**config.mk**
```make
export PLATFORM = sky130hd
export DESIGN_NAME = genreg_responder
export DESIGN_NICKNAME = d
export VERILOG_FILES = /design/src/rtl/genreg_pkg.sv /design/src/rtl/genreg_responder.sv
export SDC_FILE = /design/constraint.sdc
export NUM_CORES = 1
export LEC_CHECK = 0
export ABC_AREA = 1
export CAP_MARGIN = 0
export CORE_UTILIZATION = 48
export DETAILED_ROUTE_END_ITERATION = 10
export MAX_ROUTING_LAYER = met4
export PLACE_DENSITY = 0.86
export SLEW_MARGIN = 10
export SYNTH_ARGS = -nofsm -noshare
export SYNTH_HDL_FRONTEND = slang
export SYNTH_SLANG_ARGS = --single-unit
```
**constraint.sdc**
```tcl
create_clock -name clk -period 7.14 [get_ports clk]
set_input_delay 1.428 -clock clk [delete_from_list [all_inputs] [get_ports clk]]
set_output_delay 1.428 -clock clk [all_outputs]
set_load 0.01 [all_outputs]
```
**src/rtl/genreg_pkg.sv**
```systemverilog
// ----------------------------------------------------------------------------
// genreg_pkg : field positions and state encoding for the genreg responder.
// Revision   : 1.0
// ----------------------------------------------------------------------------
`default_nettype none

package genreg_pkg;

  localparam int GENREG_GO_BIT   = 31;
  localparam int GENREG_WR_BIT   = 30;
  localparam int GENREG_ADDR_MSB = 15;

  localparam int ST_BUSY     = 0;
  localparam int ST_DONE     = 1;
  localparam int ST_TMO      = 2;
  localparam int ST_OVR      = 3;
  localparam int ST_CNT_LSB  = 8;
  localparam int ST_CNT_MSB  = 15;
  localparam int ST_ADDR_LSB = 16;
  localparam int ST_ADDR_MSB = 31;

  typedef enum logic [1:0] {
    IDLE = 2'd0,
    REQ  = 2'd1,
    DONE = 2'd2
  } genreg_state_e;

endpackage

`default_nettype wire

```
**src/rtl/genreg_responder.sv**
```systemverilog
// ----------------------------------------------------------------------------
// genreg_responder : runs one req/ack bus transaction per go-bit toggle.
// Revision         : 1.0
// ----------------------------------------------------------------------------
`default_nettype none

module genreg_responder
  import genreg_pkg::*;
#(
  parameter int          ADDR_W      = 16,
  parameter int          TIMEOUT_CYC = 255,
  parameter logic [31:0] ERR_PATTERN = 32'hDEAD_BEEF
) (
  input  logic              clk,
  input  logic              reset_n,
  input  logic [31:0]       genreg_addr_ctrl,
  input  logic [31:0]       genreg_wr_data,
  output logic [31:0]       genreg_rd_data,
  output logic [31:0]       genreg_status,
  output logic              bus_req,
  output logic              bus_wr,
  output logic [ADDR_W-1:0] bus_addr,
  output logic [31:0]       bus_wdata,
  input  logic [31:0]       bus_rdata,
  input  logic              bus_ack
);

  localparam logic [15:0] TMO_LIM = 16'(TIMEOUT_CYC);

  // Reset asserts asynchronously but is released on a clock edge.
  logic [1:0] rst_sync_q;
  logic       rst_n_int;

  always_ff @(posedge clk or negedge reset_n) begin
    if (!reset_n) rst_sync_q <= 2'b00;
    else          rst_sync_q <= {rst_sync_q[0], 1'b1};
  end
  assign rst_n_int = rst_sync_q[1];

  genreg_state_e     state_q, state_d;
  logic              go_q, go_d;
  logic              req_q, req_d;
  logic              wr_q, wr_d;
  logic [ADDR_W-1:0] addr_q, addr_d;
  logic [31:0]       wdata_q, wdata_d;
  logic [31:0]       rd_data_q, rd_data_d;
  logic              busy_q, busy_d;
  logic              done_q, done_d;
  logic              tmo_q, tmo_d;
  logic              ovr_q, ovr_d;
  logic [7:0]        cnt_q, cnt_d;
  logic [15:0]       last_addr_q, last_addr_d;
  logic [15:0]       tmo_cnt_q, tmo_cnt_d;

  logic [GENREG_ADDR_MSB:0] addr_field;
  logic                     go_bit;
  logic                     toggle;
  logic [15:0]              addr_ext;
  logic                     unused_ctrl;

  assign addr_field  = genreg_addr_ctrl[GENREG_ADDR_MSB:0];
  assign go_bit      = genreg_addr_ctrl[GENREG_GO_BIT];
  assign toggle      = (go_bit != go_q);
  assign unused_ctrl = ^{genreg_addr_ctrl[29:16], addr_field};

  always_comb begin
    addr_ext               = '0;
    addr_ext[ADDR_W-1:0]   = addr_q;
  end

  always_comb begin
    state_d     = state_q;
    go_d        = go_q;
    req_d       = req_q;
    wr_d        = wr_q;
    addr_d      = addr_q;
    wdata_d     = wdata_q;
    rd_data_d   = rd_data_q;
    busy_d      = busy_q;
    done_d      = done_q;
    tmo_d       = tmo_q;
    ovr_d       = ovr_q;
    cnt_d       = cnt_q;
    last_addr_d = last_addr_q;
    tmo_cnt_d   = tmo_cnt_q;

    case (state_q)
      IDLE: begin
        if (toggle) begin
          go_d      = go_bit;
          state_d   = REQ;
          req_d     = 1'b1;
          wr_d      = genreg_addr_ctrl[GENREG_WR_BIT];
          addr_d    = addr_field[ADDR_W-1:0];
          wdata_d   = genreg_wr_data;
          busy_d    = 1'b1;
          done_d    = 1'b0;
          tmo_d     = 1'b0;
          ovr_d     = 1'b0;
          tmo_cnt_d = 16'd1;
        end
      end
      REQ: begin
        if (toggle) begin
          go_d  = go_bit;
          ovr_d = 1'b1;
        end
        // An ack in the expiry cycle takes priority over the timeout.
        if (bus_ack || (tmo_cnt_q == TMO_LIM)) begin
          state_d     = DONE;
          req_d       = 1'b0;
          busy_d      = 1'b0;
          done_d      = 1'b1;
          cnt_d       = cnt_q + 8'd1;
          last_addr_d = addr_ext;
          tmo_cnt_d   = 16'd0;
          if (bus_ack) begin
            if (!wr_q) rd_data_d = bus_rdata;
          end else begin
            tmo_d = 1'b1;
            if (!wr_q) rd_data_d = ERR_PATTERN;
          end
        end else begin
          tmo_cnt_d = tmo_cnt_q + 16'd1;
        end
      end
      DONE: begin
        state_d = IDLE;
        if (toggle) begin
          go_d  = go_bit;
          ovr_d = 1'b1;
        end
      end
      default: state_d = IDLE;
    endcase
  end

  always_ff @(posedge clk or negedge rst_n_int) begin
    if (!rst_n_int) begin
      state_q     <= IDLE;
      go_q        <= 1'b0;
      req_q       <= 1'b0;
      wr_q        <= 1'b0;
      addr_q      <= '0;
      wdata_q     <= '0;
      rd_data_q   <= '0;
      busy_q      <= 1'b0;
      done_q      <= 1'b0;
      tmo_q       <= 1'b0;
      ovr_q       <= 1'b0;
      cnt_q       <= '0;
      last_addr_q <= '0;
      tmo_cnt_q   <= '0;
    end else begin
      state_q     <= state_d;
      go_q        <= go_d;
      req_q       <= req_d;
      wr_q        <= wr_d;
      addr_q      <= addr_d;
      wdata_q     <= wdata_d;
      rd_data_q   <= rd_data_d;
      busy_q      <= busy_d;
      done_q      <= done_d;
      tmo_q       <= tmo_d;
      ovr_q       <= ovr_d;
      cnt_q       <= cnt_d;
      last_addr_q <= last_addr_d;
      tmo_cnt_q   <= tmo_cnt_d;
    end
  end

  always_comb begin
    genreg_status                            = '0;
    genreg_status[ST_BUSY]                   = busy_q;
    genreg_status[ST_DONE]                   = done_q;
    genreg_status[ST_TMO]                    = tmo_q;
    genreg_status[ST_OVR]                    = ovr_q;
    genreg_status[ST_CNT_MSB:ST_CNT_LSB]     = cnt_q;
    genreg_status[ST_ADDR_MSB:ST_ADDR_LSB]   = last_addr_q;
  end

  assign genreg_rd_data = rd_data_q;
  assign bus_req        = req_q;
  assign bus_wr         = wr_q;
  assign bus_addr       = addr_q;
  assign bus_wdata      = wdata_q;

endmodule

`default_nettype wire

```
==> results.md, run 1 <==
* Vias in the first global route at 4,907
* Largest net degree at the start of global routing at 87
* Synth cell types at 27
* Rel. slew slack at 0.296
* Synthesized netlist cell count at 631
* Fmax at 275 MHz
* Max-slew violations at 0
* Comb pwr share at 0.419
* Setup crit start kind: primary input
* Ys Warns at 0
* Overall Global Routing Usage at 0.253
* Global route total overflow at 0
* Hold Path Class: flop to async pin
* Clock power frac at 0.238
* Final setup vio count at 0
* Crit path DAT at 3.96 ns
* DRT Pass-1 Iters at 8
* Setup TNS Final at 0 ns
* Failing checks: design-rule violations
* Initial drt markers at 294
* Die Area at 12,400 µm²
* Worst R2R Path Depth at 7
* RR Startpoint: state_q[1]
* Clk pin slew, worst setup/hold paths at 0.05 ns
* Leakage power at 3.89 nW
* Most common cell after layout, fill and taps aside: nand2_1
* Critical path class: primary input to flop
* WL final at 14.0 mm
* Placed cells at 939
* R2r setup slk at 4.38 ns
* Crit path time final at 3.64 ns
* Clock sink total at 130
* Psw at 1.27 mW
* Commonest non-fill, non-tap cells in the layout: nand2_1, clkdlybuf4s50_1, dfrtp_1, nor2_1, o21ai_2
* Max_cap viols at 0
* TritonCTS buffer count at 17
* Die width at 111 µm
* PortBufs at 194
* Die H at 111 µm
* Post-DP HPWL at 9.60 mm
* Post_cts resized at 0
* Hold Buf Count CTS at 0
* Metal-1 WL at 5.60 mm
* Post-synthesis register bit count at 130
* Pwr Density at 435 nW/µm²
* FP Rows at 39
* Worst vdd rail ir drop at 0.250 mV
* Post-CTS setup repair buffer count at 0
* DRC viols at 26
* Area of the core at 11,500 µm²
* Share of layout cells above drive strength 1 at 0.114
* Routed len/inst at 14.4 µm
* Switching Fraction at 0.354
* Crit end category: flop
* Starting Density at 0.498
* Crit-path max FO at 50
* Seq/Total Area, Yosys at 0.567
* Final net count at 919
* Worst Clk Skew at 0.00664 ns
* GP Congestion at 0.819
* Run status: finished with violations
* Req. time, crit path at 7.46 ns
* CTS Buffer Depth at 2
* Finished Layout Cells at 971
* Met2 WL at 6.83 mm
* CTS tree: built
* Clk_lat worst skew at 0.42 ns
* Routed length on met3 at 1.19 mm
* Number of diodes at 0
* I/O Pins at 213
* Area Growth Syn to Fin at 43.5%
* Final worst-path cycle share at 0.510
* Reg power frac at 0.343
* Mean post-synth cell area at 9.09 µm²
* H-tree Lvls at 4
* Least-Margin Pin Slew at 1.06 ns
* P_int at 2.31 mW
* Root buf cell: clkbuf_16
* First-pass GRT wire length at 23.6 mm
* Highest metal used: met4
* Antenna Nets Post-Route at 0
* Worst reg2reg path endpoint: bus_addr[4]
* Syn Std Cell Area at 5740 µm²
* Vias/cell at 4.96
* Final Hold Vio Count at 0
* RSZ-0062 raised after global routing: false
* Vias at 4,814
* Initial antenna violation count at 0
final cells by class:
| cell class | count | area (µm²) |
|---|---|---|
| fill | 816 | 3280 |
| sequential | 130 | 3260 |
| multi-input combinational | 437 | 2130 |
| timing repair buffer | 196 | 1960 |
| clock buffer | 19 | 453 |
| tap | 143 | 179 |
| clock inverter | 13 | 134 |
| inverter | 33 | 124 |
Yosys cell counts:
cell type / count / share of area
nand2_1: 245 / 0.16
dfrtp_1: 130 / 0.57
nor2_1: 56 / 0.037
o21ai_2: 45 / 0.069
inv_1: 29 / 0.019
nand3_1: 24 / 0.021
o21ai_0: 19 / 0.017
clkbuf_1: 11 / 0.0072
buf_6: 10 / 0.020
xor2_1: 10 / 0.015
buf_4: 9 / 0.012
nand4_1: 6 / 0.0065
xnor2_1: 6 / 0.0092
ha_1: 5 / 0.011
buf_2: 4 / 0.0035
nand2_2: 4 / 0.0044
nand2_4: 4 / 0.0078
inv_2: 3 / 0.0020
conb_1: 2 / 0.0013
nor3_1: 2 / 0.0017
a21oi_1: 1 / 0.00087
a31oi_1: 1 / 0.0011
a32o_1: 1 / 0.0017
clkinv_1: 1 / 0.00065
nand3_2: 1 / 0.0017
nor2_4: 1 / 0.0020
nor3_2: 1 / 0.0017
logic make-up after synthesis:
group / after synthesis / share of synthesized area
buf+inv: 67 / 0.0637
flops: 130 / 0.567
simple gates: 344 / 0.244
compound gates: 67 / 0.0890
xor+xnor: 16 / 0.0244
fa+ha+maj: 5 / 0.0109
other cells: 2 / 0.00131
stage by stage:
step	hold slack, ns	total power [mW]	worst slack, ns	utilization	cell area, µm²
3_5_place_dp	0.336	2.73	3.08	0.664	7650
3_3_place_gp	0.329	2.67	3.16	0.664	7650
6_report	0.315	3.58	3.50	0.715	8230
5_1_grt	0.375	3.81	3.22	0.715	8230
4_1_cts	0.345	3.61	3.49	0.715	8230
2_1_floorplan	0.331	1.99	3.25	-	5750
how the worst max path moves through the flow:
stage                    startpoint       endpoint  slack [ns]
3_3_place_gp   genreg_addr_ctrl[31]  tmo_cnt_q[12]        3.16
5_1_grt        genreg_addr_ctrl[31]    bus_addr[4]        3.22
4_1_cts        genreg_addr_ctrl[31]    bus_addr[4]        3.49
3_5_place_dp   genreg_addr_ctrl[31]    bus_addr[6]        3.08
2_1_floorplan         rst_sync_q[1]    bus_addr[0]        3.25
6_report       genreg_addr_ctrl[31]    bus_addr[4]        3.50
power groups by stage:
stage          registers, mW  logic [mW]  clock network (mW)
2_1_floorplan           1.35       0.638                   0
3_3_place_gp            1.22        1.46                   0
3_5_place_dp            1.23        1.50                   0
4_1_cts                 1.23        1.52               0.867
5_1_grt                 1.27        1.64               0.898
6_report                1.23        1.50               0.851
routing by layer:
metal,vias to the layer above,global-route usage
li1,2334,-
met1,2262,0.289
met2,191,0.404
met3,27,0.0882
met4,0,0.112
met5,-,-
critical path: stages:
cell and delay, ns:
clkdlybuf4s50_1 0.48, inv_1 0.05, nand2_1 0.12, nand3_2 0.67
clkinv_1 0.47, buf_4 0.47, nand2_1 0.12, o21ai_0 0.12
state kept, by name, indices dropped and copies added (netlist names), 2 cells and up:
| name | count |
|---|---|
| bus_addr | 16 |
| genreg_rd_data | 32 |
| last_addr_q | 16 |
| bus_wdata | 32 |
| tmo_cnt_q | 16 |
| cnt_q | 8 |
| state_q | 2 |
| rst_sync_q | 2 |
Power figures use the tool's default switching activity.
==> run 2: changes to the inputs <==
Settings changed: CORE_UTILIZATION 48 to 40, PLACE_DENSITY 0.86 to 0.76.
Clock period 7.14 ns to 2.9 ns, I/O delays scaled along.
==> run 2 against run 1 <==
Against the previous run: flip-flop and latch count did not move; critical endpoint is now genreg_rd_data[6]; sequential share of layout area is 0.62 points lower; combinational power increased by 150%; wire length is 4.4% lower; critical path depth grew 1; register-to-register slack got worse by 3.5 ns; final area is 1.6% higher; via count is 3.3% lower; first-iteration DRC count down 4.1%; worst hold slack worse by 0.21 ns; highest routed layer unchanged; count of clock-buffer cells in the layout rose by 2; largest power group unchanged; sequential power grew 140%; the flow now finishes without violations.
==> results.md, run 2 (synthesis gave the netlist of run 1 again) <==
* Final setup vio count at 0 (unchanged)
* Initial drt markers at 282 (was 294)
* I/O Pins at 213 (unchanged)
* WL final at 13.4 mm (was 14.0 mm)
* P_int at 5.75 mW (was 2.31 mW)
* Worst Clk Skew at 0.00950 ns (was 0.00664 ns)
* Area Growth Syn to Fin at 45.8% (was 43.5%)
* Leakage power at 3.92 nW (was 3.89 nW)
* CTS Buffer Depth at 2 (unchanged)
* DRT Pass-1 Iters at 4 (was 8)
* DRC viols at 0 (was 26)
* Req. time, crit path at 3.20 ns (was 7.46 ns)
* Worst vdd rail ir drop at 0.667 mV (was 0.250 mV)
* Pwr Density at 1050 nW/µm² (was 435 nW/µm²)
* Clock sink total at 130 (unchanged)
* Run status: finished, final reports clean (was finished with violations)
* Most common cell after layout, fill and taps aside: nand2_1 (unchanged)
* Comb pwr share at 0.420 (was 0.419)
* Placed cell areas at 7780 µm² (was 7650 µm²)
* Max-slew violations at 0 (unchanged)
* Final worst-path cycle share at 0.711
* Max_cap viols at 0 (unchanged)
* RSZ-0062 raised after global routing: false (unchanged)
* Metal-1 WL at 5.81 mm (was 5.60 mm)
* Largest net degree at the start of global routing at 84 (was 87)
* Die width at 122 µm (was 111 µm)
* TritonCTS buffer count at 17 (unchanged)
* GP Congestion at 0.826 (was 0.819)
* Starting Density at 0.412 (was 0.498)
* Met2 WL at 6.34 mm (was 6.83 mm)
* Vias at 4,657 (was 4,814)
* Number of diodes at 0 (unchanged)
* Critical path class: flop to flop (was primary input to flop)
* Highest metal used: met4 (unchanged)
* Crit path DAT at 2.37 ns (was 3.96 ns)
* Reg power frac at 0.341 (was 0.343)
* Setup crit start kind: flop (was primary input)
* Die H at 122 µm (was 111 µm)
* Share of layout cells above drive strength 1 at 0.118 (was 0.114)
* Crit-path max FO at 38 (was 50)
* Crit end category: flop (unchanged)
* Least-Margin Pin Slew at 0.558 ns (was 1.06 ns)
* Global route total overflow at 0 (unchanged)
* Design area at 8360 µm² (was 8230 µm²)
* PortBufs at 194 (unchanged)
* Routed len/inst at 13.2 µm (was 14.4 µm)
* Overall Global Routing Usage at 0.198 (was 0.253)
* Psw at 3.07 mW (was 1.27 mW)
* Clk pin slew, worst setup/hold paths at 0.06 ns (was 0.05 ns)
* Clock power frac at 0.239 (was 0.238)
* Post-DP HPWL at 9.10 mm (was 9.60 mm)
* CTS tree: built (unchanged)
* Layout fillers at 1,193 (was 816)
* Commonest non-fill, non-tap cells in the layout: nand2_1, clkdlybuf4s50_1, dfrtp_1, nor2_1, o21ai_2 (unchanged)
* Post_cts resized at 0 (unchanged)
* Root buf cell: clkbuf_16 (unchanged)
* H-tree Lvls at 4 (unchanged)
* Hold Buf Count CTS at 0 (unchanged)
* Die Area at 14,800 µm² (was 12,400 µm²)
* Initial antenna violation count at 0 (unchanged)
* Post-CTS setup repair buffer count at 0 (unchanged)
* Rel. slew slack at 0.628 (was 0.296)
* FP Rows at 43 (was 39)
* First-pass GRT wire length at 21.8 mm (was 23.6 mm)
* Routed length on met3 at 991 µm (was 1.19 mm)
* Fmax at 485 MHz
* Clk_lat worst skew at 0.42 ns (about the same)
* Switching Fraction at 0.348 (was 0.354)
* Area of the core at 13,900 µm² (was 11,500 µm²)
* Crit path time final at 2.06 ns
* Setup TNS Final at 0 ns (unchanged)
* Vias/cell at 4.59 (was 4.96)
* Vias in the first global route at 4,484 (was 4,907)
* Final Hold Vio Count at 0 (unchanged)
* Hold Path Class: flop to async pin (unchanged)
* Antenna Nets Post-Route at 0 (unchanged)
* Final net count at 925 (was 919)
run 2: cell types whose count changed in the layout (fill, tap and decap cells not counted):
cell and change:
clkinv_2 -3, inv_6 +1, buf_4 +3, clkbuf_1 +2
buf_12 +3
run 2: metal layers:
layer	GRT usage	up-vias
met3	0.0674	18
li1	-	2346
met4	0.0725	0
met5	-	-
met2	0.300	140
met1	0.244	2153
run 2: stage by stage:
step	instances	power (mW)	setup slack [ns]	hold WS, ns	util
after floorplan	634	4.90	0.736	0.284	-
after global placement	982	6.70	0.459	0.0952	0.558
after detailed placement	982	6.77	0.395	0.0962	0.558
after CTS	1014	8.94	0.822	0.101	0.600
after global routing	1014	9.44	0.675	0.105	0.600
final	1014	8.82	0.839	0.102	0.600
run 2: path summary, 6_finish.rpt:
kind | start | to | slack [ns] | depth (start not counted)
worst max-delay path | tmo_cnt_q[0] | genreg_rd_data[6] | 0.84 | 9
worst min register to register | rst_sync_q[1] | bus_wr | 0.10 | 0
worst max register to register | tmo_cnt_q[0] | genreg_rd_data[6] | 0.84 | 9
worst min-delay path | rst_sync_q[1] | bus_wr | 0.10 | 0
min in group clk | rst_sync_q[0] | rst_sync_q[1] | 0.35 | 0
max in group asynchronous | rst_sync_q[1] | bus_addr[5] | 2.06 | 1
run 2: cell type report:
type                       instances  area (µm²)  share of cell area
clock buffer                      21         460              0.0550
multi-input combinational        437        2130               0.255
sequential                       130        3260               0.389
timing repair buffer             202        2040               0.244
clock inverter                    11         128              0.0153
tap                              180         225              0.0269
inverter                          33         124              0.0148
run 2: power by group through the flow:
stage          Sequential (mW)  Clock [mW]  Combinational, mW
6_report                  3.01        2.11               3.71
5_1_grt                   3.10        2.25               4.09
4_1_cts                   3.01        2.16               3.77
3_5_place_dp              3.02           0               3.75
3_3_place_gp              3.00           0               3.70
2_1_floorplan             3.33           0               1.57
run 2: critical path: stages (launching register included):
cell	delay [ns]
dfrtp_1	0.38
ha_1	0.18
nand3_1	0.17
nor2_4	0.19
nand2_4	0.08
nand2_4	0.18
nand2_4	0.32
buf_12	0.29
nand2_1	0.09
o21ai_2	0.05
==> run 3: changes to the inputs <==
Settings changed: CORE_UTILIZATION 40 to 45, PLACE_DENSITY 0.76 to 0.81.
Clock period 2.9 ns to 2 ns, I/O delays scaled along.
==> run 3 against run 2 <==
Against the previous run: setup slack lost 0.72 ns; critical path depth shrank 8; core utilization grew 8.9 points; flip-flop and latch count is the same; total power grew 47%; sequential share of layout area shrank 0.26 points; sequential power grew 46%; via count grew 5.3%; clock power grew 47%.
==> results.md, run 3 (synthesis gave the netlist of run 1 again) <==
* Area Growth Syn to Fin at 46.8% (was 45.8%)
* CP bufs+invs at 1 (unchanged)
* Setup TNS Final at 0 ns (unchanged)
* Max-slew violations at 0 (unchanged)
* RR Startpoint: tmo_cnt_q[1] (was tmo_cnt_q[0])
* Hold Buf Count CTS at 0 (unchanged)
* Die width at 115 µm (was 122 µm)
* Post-DP HPWL at 10.1 mm (was 9.10 mm)
* TritonCTS buffer count at 17 (unchanged)
* Core Util, Final at 0.690 (was 0.600)
* Die Area at 13,200 µm² (was 14,800 µm²)
* Number of diodes at 0 (unchanged)
* Pwr Density at 1540 nW/µm² (was 1050 nW/µm²)
* RSZ-0062 raised after global routing: false (unchanged)
* FP Rows at 40 (was 43)
* I/O Pins at 213 (unchanged)
* CP max-delay cell: clkdlybuf4s50_1 (was dfrtp_1)
* GP Congestion at 0.876 (was 0.826)
* Antenna Nets Post-Route at 0 (unchanged)
* Critical path class: flop to primary output (was flop to flop)
* Vias in the first global route at 4,925 (was 4,484)
* Final Hold Vio Count at 0 (unchanged)
* Worst reg2reg path endpoint: genreg_rd_data[28] (was genreg_rd_data[6])
* Clock sink total at 130 (unchanged)
* Final net count at 930 (was 925)
* Worst R2R Path Depth at 9 (unchanged)
* R2r setup slk at 0.17 ns (was 0.84 ns)
* Worst path cell trace: clkdlybuf4s50_1 (was ha_1 -> nand3_1 -> nor2_4 -> nand2_4 -> nand2_4 -> nand2_4 -> buf_12 -> nand2_1 -> o21ai_2)
* Area of the core at 12,200 µm² (was 13,900 µm²)
* Slowest Stage Delay on Critical Path at 0.61 ns (was 0.38 ns)
* Global route total overflow at 0 (unchanged)
* Clk pin slew, worst setup/hold paths at 0.06 ns (about the same)
* Cell family with most CP delay: buffers and inverters (was simple AND/OR/NAND/NOR gates)
* Commonest non-fill, non-tap cells in the layout: nand2_1, clkdlybuf4s50_1, dfrtp_1, nor2_1, o21ai_2 (unchanged)
* Hold Path Class: primary input to async pin (was flop to async pin)
* Fmax at 530 MHz
* Post-CTS setup repair buffer count at 0 (unchanged)
* Setup crit start kind: flop (unchanged)
* Layout fillers at 956 (was 1,193)
* DRC viols at 0 (unchanged)
* Final worst-path cycle share at 0.943
* Starting Density at 0.470 (was 0.412)
* Final setup vio count at 0 (unchanged)
* Most common cell after layout, fill and taps aside: nand2_1 (unchanged)
* Clk_lat worst skew at 0.42 ns (about the same)
* Leakage power at 3.95 nW (was 3.92 nW)
* Worst vdd rail ir drop at 0.918 mV (was 0.667 mV)
* Run status: finished, final reports clean (unchanged)
* First-pass GRT wire length at 23.7 mm (was 21.8 mm)
* Share of layout cells above drive strength 1 at 0.125 (was 0.118)
* Die H at 115 µm (was 122 µm)
* Crit end category: primary output (was flop)
* CTS tree: built (unchanged)
* Max_cap viols at 0 (unchanged)
* Multi-input logic area at 2150 µm² (was 2130 µm²)
* Register area at 3260 µm² (unchanged)
* PortBufs at 194 (unchanged)
* Vias/cell at 4.87 (was 4.59)
* H-tree Lvls at 4 (unchanged)
* Initial drt markers at 295 (was 282)
* Crit path DAT at 1.49 ns (was 2.37 ns)
* Overall Global Routing Usage at 0.242 (was 0.198)
* CTS Buffer Depth at 2 (unchanged)
* DRT Pass-1 Iters at 4 (unchanged)
* WL final at 14.4 mm (was 13.4 mm)
* Largest net degree at the start of global routing at 61 (was 84)
* Vias at 4,902 (was 4,657)
* Req. time, crit path at 1.60 ns (was 3.20 ns)
* Crit path time final at 1.89 ns
* Crit-path max FO at 6 (was 38)
* Hold WS at 0.138 ns (was 0.102 ns)
* Post_cts resized at 0 (unchanged)
* Root buf cell: clkbuf_16 (unchanged)
* Routed len/inst at 14.3 µm (was 13.2 µm)
* Initial antenna violation count at 0 (unchanged)
* Worst Clk Skew at 0.00503 ns (was 0.00950 ns)
run 3: changes by cell type in the layout (fill, tap and decap cells not counted), moves of 2 or more:
cell / delta
buf_4: +4
clkinv_2: +4
clkbuf_1: -2
clkbuf_8: -2
clkinv_4: -2
clkinvlp_4: +2
nand2_4: -2
nand2_8: +2
run 3: layout make-up:
class                   instances  area share
inverters                      33      0.0147
flip-flops and latches        130       0.387
multi-input cells             437       0.255
repair buffers                207       0.248
clock buffers                  17      0.0505
clock inverters                15      0.0198
well taps                     168      0.0250
run 3: report_power, final:
part | internal (mW) | switching (mW)
Combinational | 2.78 | 2.73
Clock | 1.94 | 1.16
Sequential | 3.72 | 0.674
Total | 8.44 | 4.57
run 3: worst max-delay path by stage:
stage | to | depth (start not counted) | startpoint | slack [ns]
2_1_floorplan | genreg_rd_data[15] | 9 | state_q[1] | 0.49
3_3_place_gp | tmo_cnt_q[7] | 9 | genreg_addr_ctrl[31] | 0.11
3_5_place_dp | tmo_cnt_q[9] | 9 | genreg_addr_ctrl[31] | 0.05
4_1_cts | last_addr_q[4] | 8 | tmo_cnt_q[1] | 0.09
5_1_grt | genreg_rd_data[0] | 9 | tmo_cnt_q[1] | 0.04
6_report | genreg_status[10] | 1 | cnt_q[2] | 0.11
run 3: per-layer routing:
metal / vias to the layer above / track usage / part of all wire
li1: 2361 / - / -
met1: 2317 / 0.278 / 0.41
met2: 200 / 0.380 / 0.48
met3: 24 / 0.0896 / 0.089
met4: 0 / 0.105 / 0.021
met5: - / - / 0
run 3: through the flow:
step / total power, mW / instance area [µm²] / instances / setup WS (ns)
after global routing: 13.8 / 8420 / 1007 / 0.0363
after detailed placement: 9.92 / 7810 / 975 / 0.0490
final: 13.0 / 8420 / 1007 / 0.115
after CTS: 13.1 / 8400 / 1007 / 0.0912
after global placement: 9.71 / 7810 / 975 / 0.114
after floorplan: 7.11 / 5750 / 634 / 0.489
